$ cat src/rtl/axi4l_mem_pkg.sv
// Shared types for the AXI4-Lite to memory bridge: channel structs, FSM states, response codes.
package axi4l_mem_pkg;

  localparam int unsigned AXI_ADDR_WIDTH = 32;
  localparam int unsigned AXI_DATA_WIDTH = 32;
  localparam int unsigned AXI_STRB_WIDTH = AXI_DATA_WIDTH / 8;

  typedef struct packed {
    logic [AXI_ADDR_WIDTH-1:0] addr;
    logic [2:0]                prot;
  } axi_aw_chan_t;

  typedef struct packed {
    logic [AXI_DATA_WIDTH-1:0] data;
    logic [AXI_STRB_WIDTH-1:0] strb;
  } axi_w_chan_t;

  typedef struct packed {
    logic [1:0] resp;
  } axi_b_chan_t;

  typedef struct packed {
    logic [AXI_ADDR_WIDTH-1:0] addr;
    logic [2:0]                prot;
  } axi_ar_chan_t;

  typedef struct packed {
    logic [AXI_DATA_WIDTH-1:0] data;
    logic [1:0]                resp;
  } axi_r_chan_t;

  typedef struct packed {
    axi_aw_chan_t aw; logic aw_valid;
    axi_w_chan_t  w;  logic w_valid;
    logic         b_ready;
    axi_ar_chan_t ar; logic ar_valid;
    logic         r_ready;
  } axi_req_t;

  typedef struct packed {
    logic        aw_ready; logic w_ready;
    axi_b_chan_t b; logic b_valid;
    logic        ar_ready;
    axi_r_chan_t r; logic r_valid;
  } axi_resp_t;

  typedef enum logic [2:0] {
    IDLE  = 3'd0,
    REQ   = 3'd1,
    WAIT  = 3'd2,
    BRESP = 3'd3,
    RRESP = 3'd4
  } state_e;

  localparam logic [1:0] RESP_OKAY   = 2'b00;
  localparam logic [1:0] RESP_SLVERR = 2'b10;

endpackage

$ cat src/rtl/axi4l_to_mem.sv
// AXI4-Lite subordinate that issues one single-beat SRAM-style access at a time,
// round-robin between reads and writes, with memory errors reported as SLVERR.
module axi4l_to_mem
  import axi4l_mem_pkg::*;
#(
  parameter int unsigned ADDR_WIDTH = 32,
  parameter int unsigned DATA_WIDTH = 32,
  parameter type axi_req_t  = axi4l_mem_pkg::axi_req_t,
  parameter type axi_resp_t = axi4l_mem_pkg::axi_resp_t
) (
  input  logic                    clk_i,
  input  logic                    arst_ni,
  input  axi_req_t                axi_req_i,
  output axi_resp_t               axi_resp_o,
  output logic                    mem_req_o,
  output logic                    mem_we_o,
  output logic [ADDR_WIDTH-1:0]   mem_addr_o,
  output logic [DATA_WIDTH-1:0]   mem_wdata_o,
  output logic [DATA_WIDTH/8-1:0] mem_strb_o,
  input  logic                    mem_gnt_i,
  input  logic                    mem_rvalid_i,
  input  logic [DATA_WIDTH-1:0]   mem_rdata_i,
  input  logic                    mem_err_i
);

  localparam int unsigned STRB_WIDTH = DATA_WIDTH / 8;
  localparam int unsigned OFFS_WIDTH = $clog2(STRB_WIDTH);

  state_e                  state_q, state_d;
  logic                    aw_full_q, aw_full_d, w_full_q, w_full_d, ar_full_q, ar_full_d;
  logic                    aw_ready_q, w_ready_q, ar_ready_q;
  logic [ADDR_WIDTH-1:0]   aw_addr_q, ar_addr_q;
  logic [2:0]              aw_prot_q, ar_prot_q;
  logic [DATA_WIDTH-1:0]   w_data_q;
  logic [STRB_WIDTH-1:0]   w_strb_q;
  logic                    last_was_write_q, last_was_write_d, sel_write_q, sel_write_d;
  logic                    mem_req_q, mem_req_d, mem_we_q, mem_we_d;
  logic [ADDR_WIDTH-1:0]   mem_addr_q, mem_addr_d;
  logic [DATA_WIDTH-1:0]   mem_wdata_q, mem_wdata_d, rdata_q, rdata_d;
  logic [STRB_WIDTH-1:0]   mem_strb_q, mem_strb_d;
  logic                    b_valid_q, b_valid_d, r_valid_q, r_valid_d;
  logic [1:0]              resp_q, resp_d;
  logic                    aw_hs, w_hs, ar_hs, aw_clr, w_clr, ar_clr, wr_elig, rd_elig;
  logic [ADDR_WIDTH-1:0]   aw_addr_al, ar_addr_al;

  // Protection bits are held for completeness but never steer the memory port.
  logic unused_prot;
  assign unused_prot = ^{aw_prot_q, ar_prot_q};

  assign aw_hs      = axi_req_i.aw_valid & aw_ready_q;
  assign w_hs       = axi_req_i.w_valid  & w_ready_q;
  assign ar_hs      = axi_req_i.ar_valid & ar_ready_q;
  assign wr_elig    = aw_full_q & w_full_q;
  assign rd_elig    = ar_full_q;
  assign aw_addr_al = {aw_addr_q[ADDR_WIDTH-1:OFFS_WIDTH], OFFS_WIDTH'(0)};
  assign ar_addr_al = {ar_addr_q[ADDR_WIDTH-1:OFFS_WIDTH], OFFS_WIDTH'(0)};

  // Next-state, arbitration, capture-flag and registered-output logic.
  always_comb begin
    state_d          = state_q;
    last_was_write_d = last_was_write_q;
    sel_write_d      = sel_write_q;
    mem_we_d         = mem_we_q;
    mem_addr_d       = mem_addr_q;
    mem_wdata_d      = mem_wdata_q;
    mem_strb_d       = mem_strb_q;
    resp_d           = resp_q;
    rdata_d          = rdata_q;
    aw_clr           = 1'b0;
    w_clr            = 1'b0;
    ar_clr           = 1'b0;
    case (state_q)
      IDLE: begin
        if (wr_elig || rd_elig) begin
          sel_write_d = wr_elig && (!rd_elig || !last_was_write_q);
          state_d     = REQ;
          mem_we_d    = sel_write_d;
          mem_addr_d  = sel_write_d ? aw_addr_al : ar_addr_al;
          mem_wdata_d = sel_write_d ? w_data_q : '0;
          mem_strb_d  = sel_write_d ? w_strb_q : '1;
        end
      end
      REQ: begin
        if (mem_gnt_i) begin
          state_d          = WAIT;
          last_was_write_d = sel_write_q;
          aw_clr           = sel_write_q;
          w_clr            = sel_write_q;
          ar_clr           = !sel_write_q;
        end
      end
      WAIT: begin
        if (mem_rvalid_i) begin
          resp_d  = mem_err_i ? RESP_SLVERR : RESP_OKAY;
          rdata_d = mem_rdata_i;
          state_d = sel_write_q ? BRESP : RRESP;
        end
      end
      BRESP:   if (axi_req_i.b_ready) state_d = IDLE;
      RRESP:   if (axi_req_i.r_ready) state_d = IDLE;
      default: state_d = IDLE;
    endcase
    // A clear wins over a capture; ready can only rise on the following cycle.
    aw_full_d = aw_clr ? 1'b0 : (aw_full_q | aw_hs);
    w_full_d  = w_clr  ? 1'b0 : (w_full_q  | w_hs);
    ar_full_d = ar_clr ? 1'b0 : (ar_full_q | ar_hs);
    mem_req_d = (state_d == REQ);
    b_valid_d = (state_d == BRESP);
    r_valid_d = (state_d == RRESP);
  end

  always_ff @(posedge clk_i or negedge arst_ni) begin
    if (!arst_ni) begin
      state_q          <= IDLE;
      aw_full_q        <= 1'b0;
      w_full_q         <= 1'b0;
      ar_full_q        <= 1'b0;
      aw_ready_q       <= 1'b0;
      w_ready_q        <= 1'b0;
      ar_ready_q       <= 1'b0;
      aw_addr_q        <= '0;
      aw_prot_q        <= '0;
      ar_addr_q        <= '0;
      ar_prot_q        <= '0;
      w_data_q         <= '0;
      w_strb_q         <= '0;
      last_was_write_q <= 1'b1;
      sel_write_q      <= 1'b0;
      mem_req_q        <= 1'b0;
      mem_we_q         <= 1'b0;
      mem_addr_q       <= '0;
      mem_wdata_q      <= '0;
      mem_strb_q       <= '0;
      b_valid_q        <= 1'b0;
      r_valid_q        <= 1'b0;
      resp_q           <= '0;
      rdata_q          <= '0;
    end else begin
      state_q          <= state_d;
      aw_full_q        <= aw_full_d;
      w_full_q         <= w_full_d;
      ar_full_q        <= ar_full_d;
      aw_ready_q       <= !aw_full_d;
      w_ready_q        <= !w_full_d;
      ar_ready_q       <= !ar_full_d;
      if (aw_hs) begin
        aw_addr_q <= axi_req_i.aw.addr;
        aw_prot_q <= axi_req_i.aw.prot;
      end
      if (w_hs) begin
        w_data_q <= axi_req_i.w.data;
        w_strb_q <= axi_req_i.w.strb;
      end
      if (ar_hs) begin
        ar_addr_q <= axi_req_i.ar.addr;
        ar_prot_q <= axi_req_i.ar.prot;
      end
      last_was_write_q <= last_was_write_d;
      sel_write_q      <= sel_write_d;
      mem_req_q        <= mem_req_d;
      mem_we_q         <= mem_we_d;
      mem_addr_q       <= mem_addr_d;
      mem_wdata_q      <= mem_wdata_d;
      mem_strb_q       <= mem_strb_d;
      b_valid_q        <= b_valid_d;
      r_valid_q        <= r_valid_d;
      resp_q           <= resp_d;
      rdata_q          <= rdata_d;
    end
  end

  always_comb begin
    axi_resp_o          = '0;
    axi_resp_o.aw_ready = aw_ready_q;
    axi_resp_o.w_ready  = w_ready_q;
    axi_resp_o.ar_ready = ar_ready_q;
    axi_resp_o.b_valid  = b_valid_q;
    axi_resp_o.b.resp   = resp_q;
    axi_resp_o.r_valid  = r_valid_q;
    axi_resp_o.r.resp   = resp_q;
    axi_resp_o.r.data   = rdata_q;
  end

  assign mem_req_o   = mem_req_q;
  assign mem_we_o    = mem_we_q;
  assign mem_addr_o  = mem_addr_q;
  assign mem_wdata_o = mem_wdata_q;
  assign mem_strb_o  = mem_strb_q;

endmodule

$ cat config.mk
export PLATFORM = sky130hd
export DESIGN_NAME = axi4l_to_mem
export DESIGN_NICKNAME = d
export VERILOG_FILES = /design/src/rtl/axi4l_mem_pkg.sv /design/src/rtl/axi4l_to_mem.sv
export SDC_FILE = /design/constraint.sdc
export NUM_CORES = 1
export LEC_CHECK = 0
export CAP_MARGIN = 0
export CORE_MARGIN = 1.5
export CORE_UTILIZATION = 40
export CTS_CLUSTER_DIAMETER = 80
export CTS_CLUSTER_SIZE = 16
export DETAILED_ROUTE_END_ITERATION = 16
export PLACE_DENSITY = 0.73
export SLEW_MARGIN = 20
export SYNTH_ARGS = -nofsm -noshare
export SYNTH_HDL_FRONTEND = slang
export SYNTH_SLANG_ARGS = --single-unit
$ cat constraint.sdc
create_clock -name clk_i -period 1.6 [get_ports clk_i]
set_input_delay 0.16 -clock clk_i [delete_from_list [all_inputs] [get_ports clk_i]]
set_output_delay 0.16 -clock clk_i [all_outputs]
set_load 0.01 [all_outputs]
==> results.yml <==
run_status:
  status: "finished, final reports clean"
power_and_ir_drop:
  power_mw: 23.1
  vdd_ir_drop_max_v: 0.000971
  p_leak_nw: 5.04
  power_density_mw_per_mm2: 1980
finish:
  synthToLayoutAreaGrowth_pct: 42.3
  utilization_pct: 57.9
  antenna_cells: 0
  final_cell_count_no_fill: 1109
  multi_input_area_mm2: 0.00269
  fillerInstances: 1652
  most-common-layout-cells: "clkdlybuf4s50_1 (212), dfrtp_1 (208), mux2_2 (127), o21ai_0 (33), a22o_1 (32)"
  drive_gt1_share_pct: 22.1
  final_common_cell: "clkdlybuf4s50_1"
  final_area_mm2: 0.0117
  ff_latch_area_mm2: 0.00523
  nNetsFinal: 981
critical_path:
  critical_path.max_stage_delay_ns: 0.54
  startpoint_type: "flop"
  required_ns: 1.44
  reg2reg_from: "state_q[2]$_DFF_PN0_"
  endpoint_kind: "output pin"
  path_buf_inv: 1
  reg2reg_slack_ns: 0.09
  crit_family: "buffers and inverters"
  reg2reg_to: "mem_wdata_o[11]$_DFFE_PN0P_"
  cp.arrival_ns: 1.39
  critPathKind: "flop to output pin"
  crit_fanout: 2
  slowest_stage: "clkdlybuf4s50_1"
  reg2reg_depth: 6
  path_cells: "clkdlybuf4s50_1"
die:
  die_h_um: 146
  io_pins: 259
  initial_core_util_pct: 40.7
  core.rowCount: 52
  die_w_um: 146
  die_area_mm2: 0.0214
  core_area_mm2: 0.0202
routing:
  wl_per_cell_um: 18.2
  vias: 5729
  drc_errors: 0
  vias_per_cell: 5.17
  ant_nets: 0
  drt_iter0_markers: 203
  wirelength_mm: 20.2
  firstDrtPassIters: 4
synth:
  yosys.area_share.xor_xnor_pct: 0
  ys_seq_area_share_pct: 63.8
  synth.cell_area_mm2: 0.00820
  postSynthAreaPerCell_um2: 13.9
  synth_mux_area_share_pct: 17.7
  synth-simple-area-share_pct: 3.92
  ys_seq_elements: 209
  ys_top_cells_by_area: "dfrtp_1 (63%), mux2_2 (17%), a22o_1 (3.4%)"
  yosys.area.top_type: "dfrtp_1"
  synth_top_family_by_area: "multiplexers"
  synth_compound_area_share_pct: 10.8
  synth.top_cell.area_share_pct: 63.5
  synthAdderAreaFrac_pct: 0
  synthesis.yosys.warnings: 0
  postSynthCellCount: 591
  ys_types: 34
timing:
  max_freq_mhz: 645
  setup-violations-final: 0
  setup_tns_ns: 0
  fin_crit_ns: 1.55
  fin_hold_ws_ns: 0.171
  clock-skew-final_ns: 0.0139
  fin_ws_ns: 0.0499
  finalHoldViolCount: 0
  slew_viol_final: 0
  period_share_pct: 96.9
  rsz0062_at_grt: "no"
global_route:
  grt_pass1_wl_mm: 32.3
  grt_antenna_before_repair: 0
  grt_use_total_pct: 18.7
  globalRoute.totalOverflow: 0
  grt_pass1_vias: 6048
  grt_max_degree: 56
placed_design:
  post-place-cells: 1081
  dpl_worst_slack_ns: -0.00293
  placed_cell_area_mm2: 0.0111
  routabilityCongestion: 0.709
  io_buffer_count: 244
  dp_hpwl_mm: 13.4
clocking:
  cts.sinks: 209
  cts_max_level: 1
  cts_made_buffers: 17
  cts_buffer_depth: 3
  clk_pin_slew_ns: 0.07
  root_buffer: "clkbuf_16"
  cts_tree: "done"
  clk_latency_ns: 0.48
min_path:
  hp-class: "input pin to asynchronous set/reset pin"
flow_run:
  maxCapViolCount: 0
-- kinds of logic (layout without fill, tap and decap cells) --
kind of cell / Yosys count / count (layout)
flops: 209 / 209
compound gates: 138 / 138
mux: 129 / 129
buf+inv: 58 / 303
simple gates: 56 / 56
other cells: 1 / 4
-- timing repair --
action                     4_1_cts  5_1_grt
setup endpoints to repair       12       44
resized for setup                7       28
buffers inserted                 1        0
hold buffers                     1        0
hold endpoints to repair       206        0
gates cloned                     0        1
pin swaps                        1        0
-- cell type report --
class | count | area share (%)
sequential | 209 | 44.8
timing repair buffer | 276 | 25.1
multi-input combinational | 327 | 23.0
clock buffer | 23 | 3.84
tap | 270 | 2.90
clock inverter | 2 | 0.214
inverter | 2 | 0.0643
-- synth_stat cells --
master	count
buf_2	19
a22o_1	32
nand3_1	31
o311ai_0	1
o211ai_1	1
and3_1	1
a31oi_1	30
nor3b_4	1
buf_1	1
nand2_1	6
mux2_1	2
o22a_1	4
nor2_1	4
nor3_4	1
and2_1	6
o21a_1	2
nand2b_2	1
nand4bb_1	1
nand3b_1	1
o22ai_1	1
a21o_1	3
buf_6	3
nand2b_1	1
clkbuf_1	21
nor4bb_1	1
nand4_1	1
dfstp_2	1
inv_1	2
mux2_2	127
buf_4	12
o21ai_0	33
a21oi_1	31
dfrtp_1	208
conb_1	1
-- worst max-delay path by stage --
stage	endpoint	start	slack [ns]	cells past startpoint
CTS	mem_addr_o[31]	mem_addr_o[31]$_DFFE_PN0P_	0.00008	1
global route	mem_wdata_o[3]	mem_wdata_o[3]$_DFFE_PN0P_	0.003	1
global placement	rdata_q[10]$_DFFE_PN0P_	mem_rvalid_i	0.01	4
finish	mem_wdata_o[3]	mem_wdata_o[3]$_DFFE_PN0P_	0.05	1
floorplan	rdata_q[11]$_DFFE_PN0P_	state_q[2]$_DFF_PN0_	0.01	4
detailed placement	rdata_q[25]$_DFFE_PN0P_	mem_rvalid_i	-0.003	4
-- layer usage --
layer | track usage, % | vias to the layer above | share of wire [%] | wire (um)
met5 | 0 | - | 0 | 0
met4 | 3.84 | 0 | 1.3 | 257
met3 | 6.50 | 26 | 9.6 | 1930
met2 | 30.3 | 226 | 47 | 9420
met1 | 24.4 | 2864 | 42 | 8570
li1 | - | 2613 | - | -
-- power by group --
group	switching, mW	internal (mW)	total, mW
registers	1.36	7.87	9.23
logic	4.44	5.61	10.1
clock network	1.85	1.98	3.83
total	7.64	15.5	23.1
-- sequential cells by signal (all words and copies together), names as in the netlist, 3 cells and up --
| register | cells |
|---|---|
| ar_addr_q | 30 |
| aw_addr_q | 30 |
| mem_addr_o | 30 |
| mem_strb_o | 4 |
| mem_wdata_o | 32 |
| rdata_q | 32 |
| state_q | 3 |
| w_data_q | 32 |
| w_strb_q | 4 |
No activity file was read; power rests on OpenSTA's default activity.
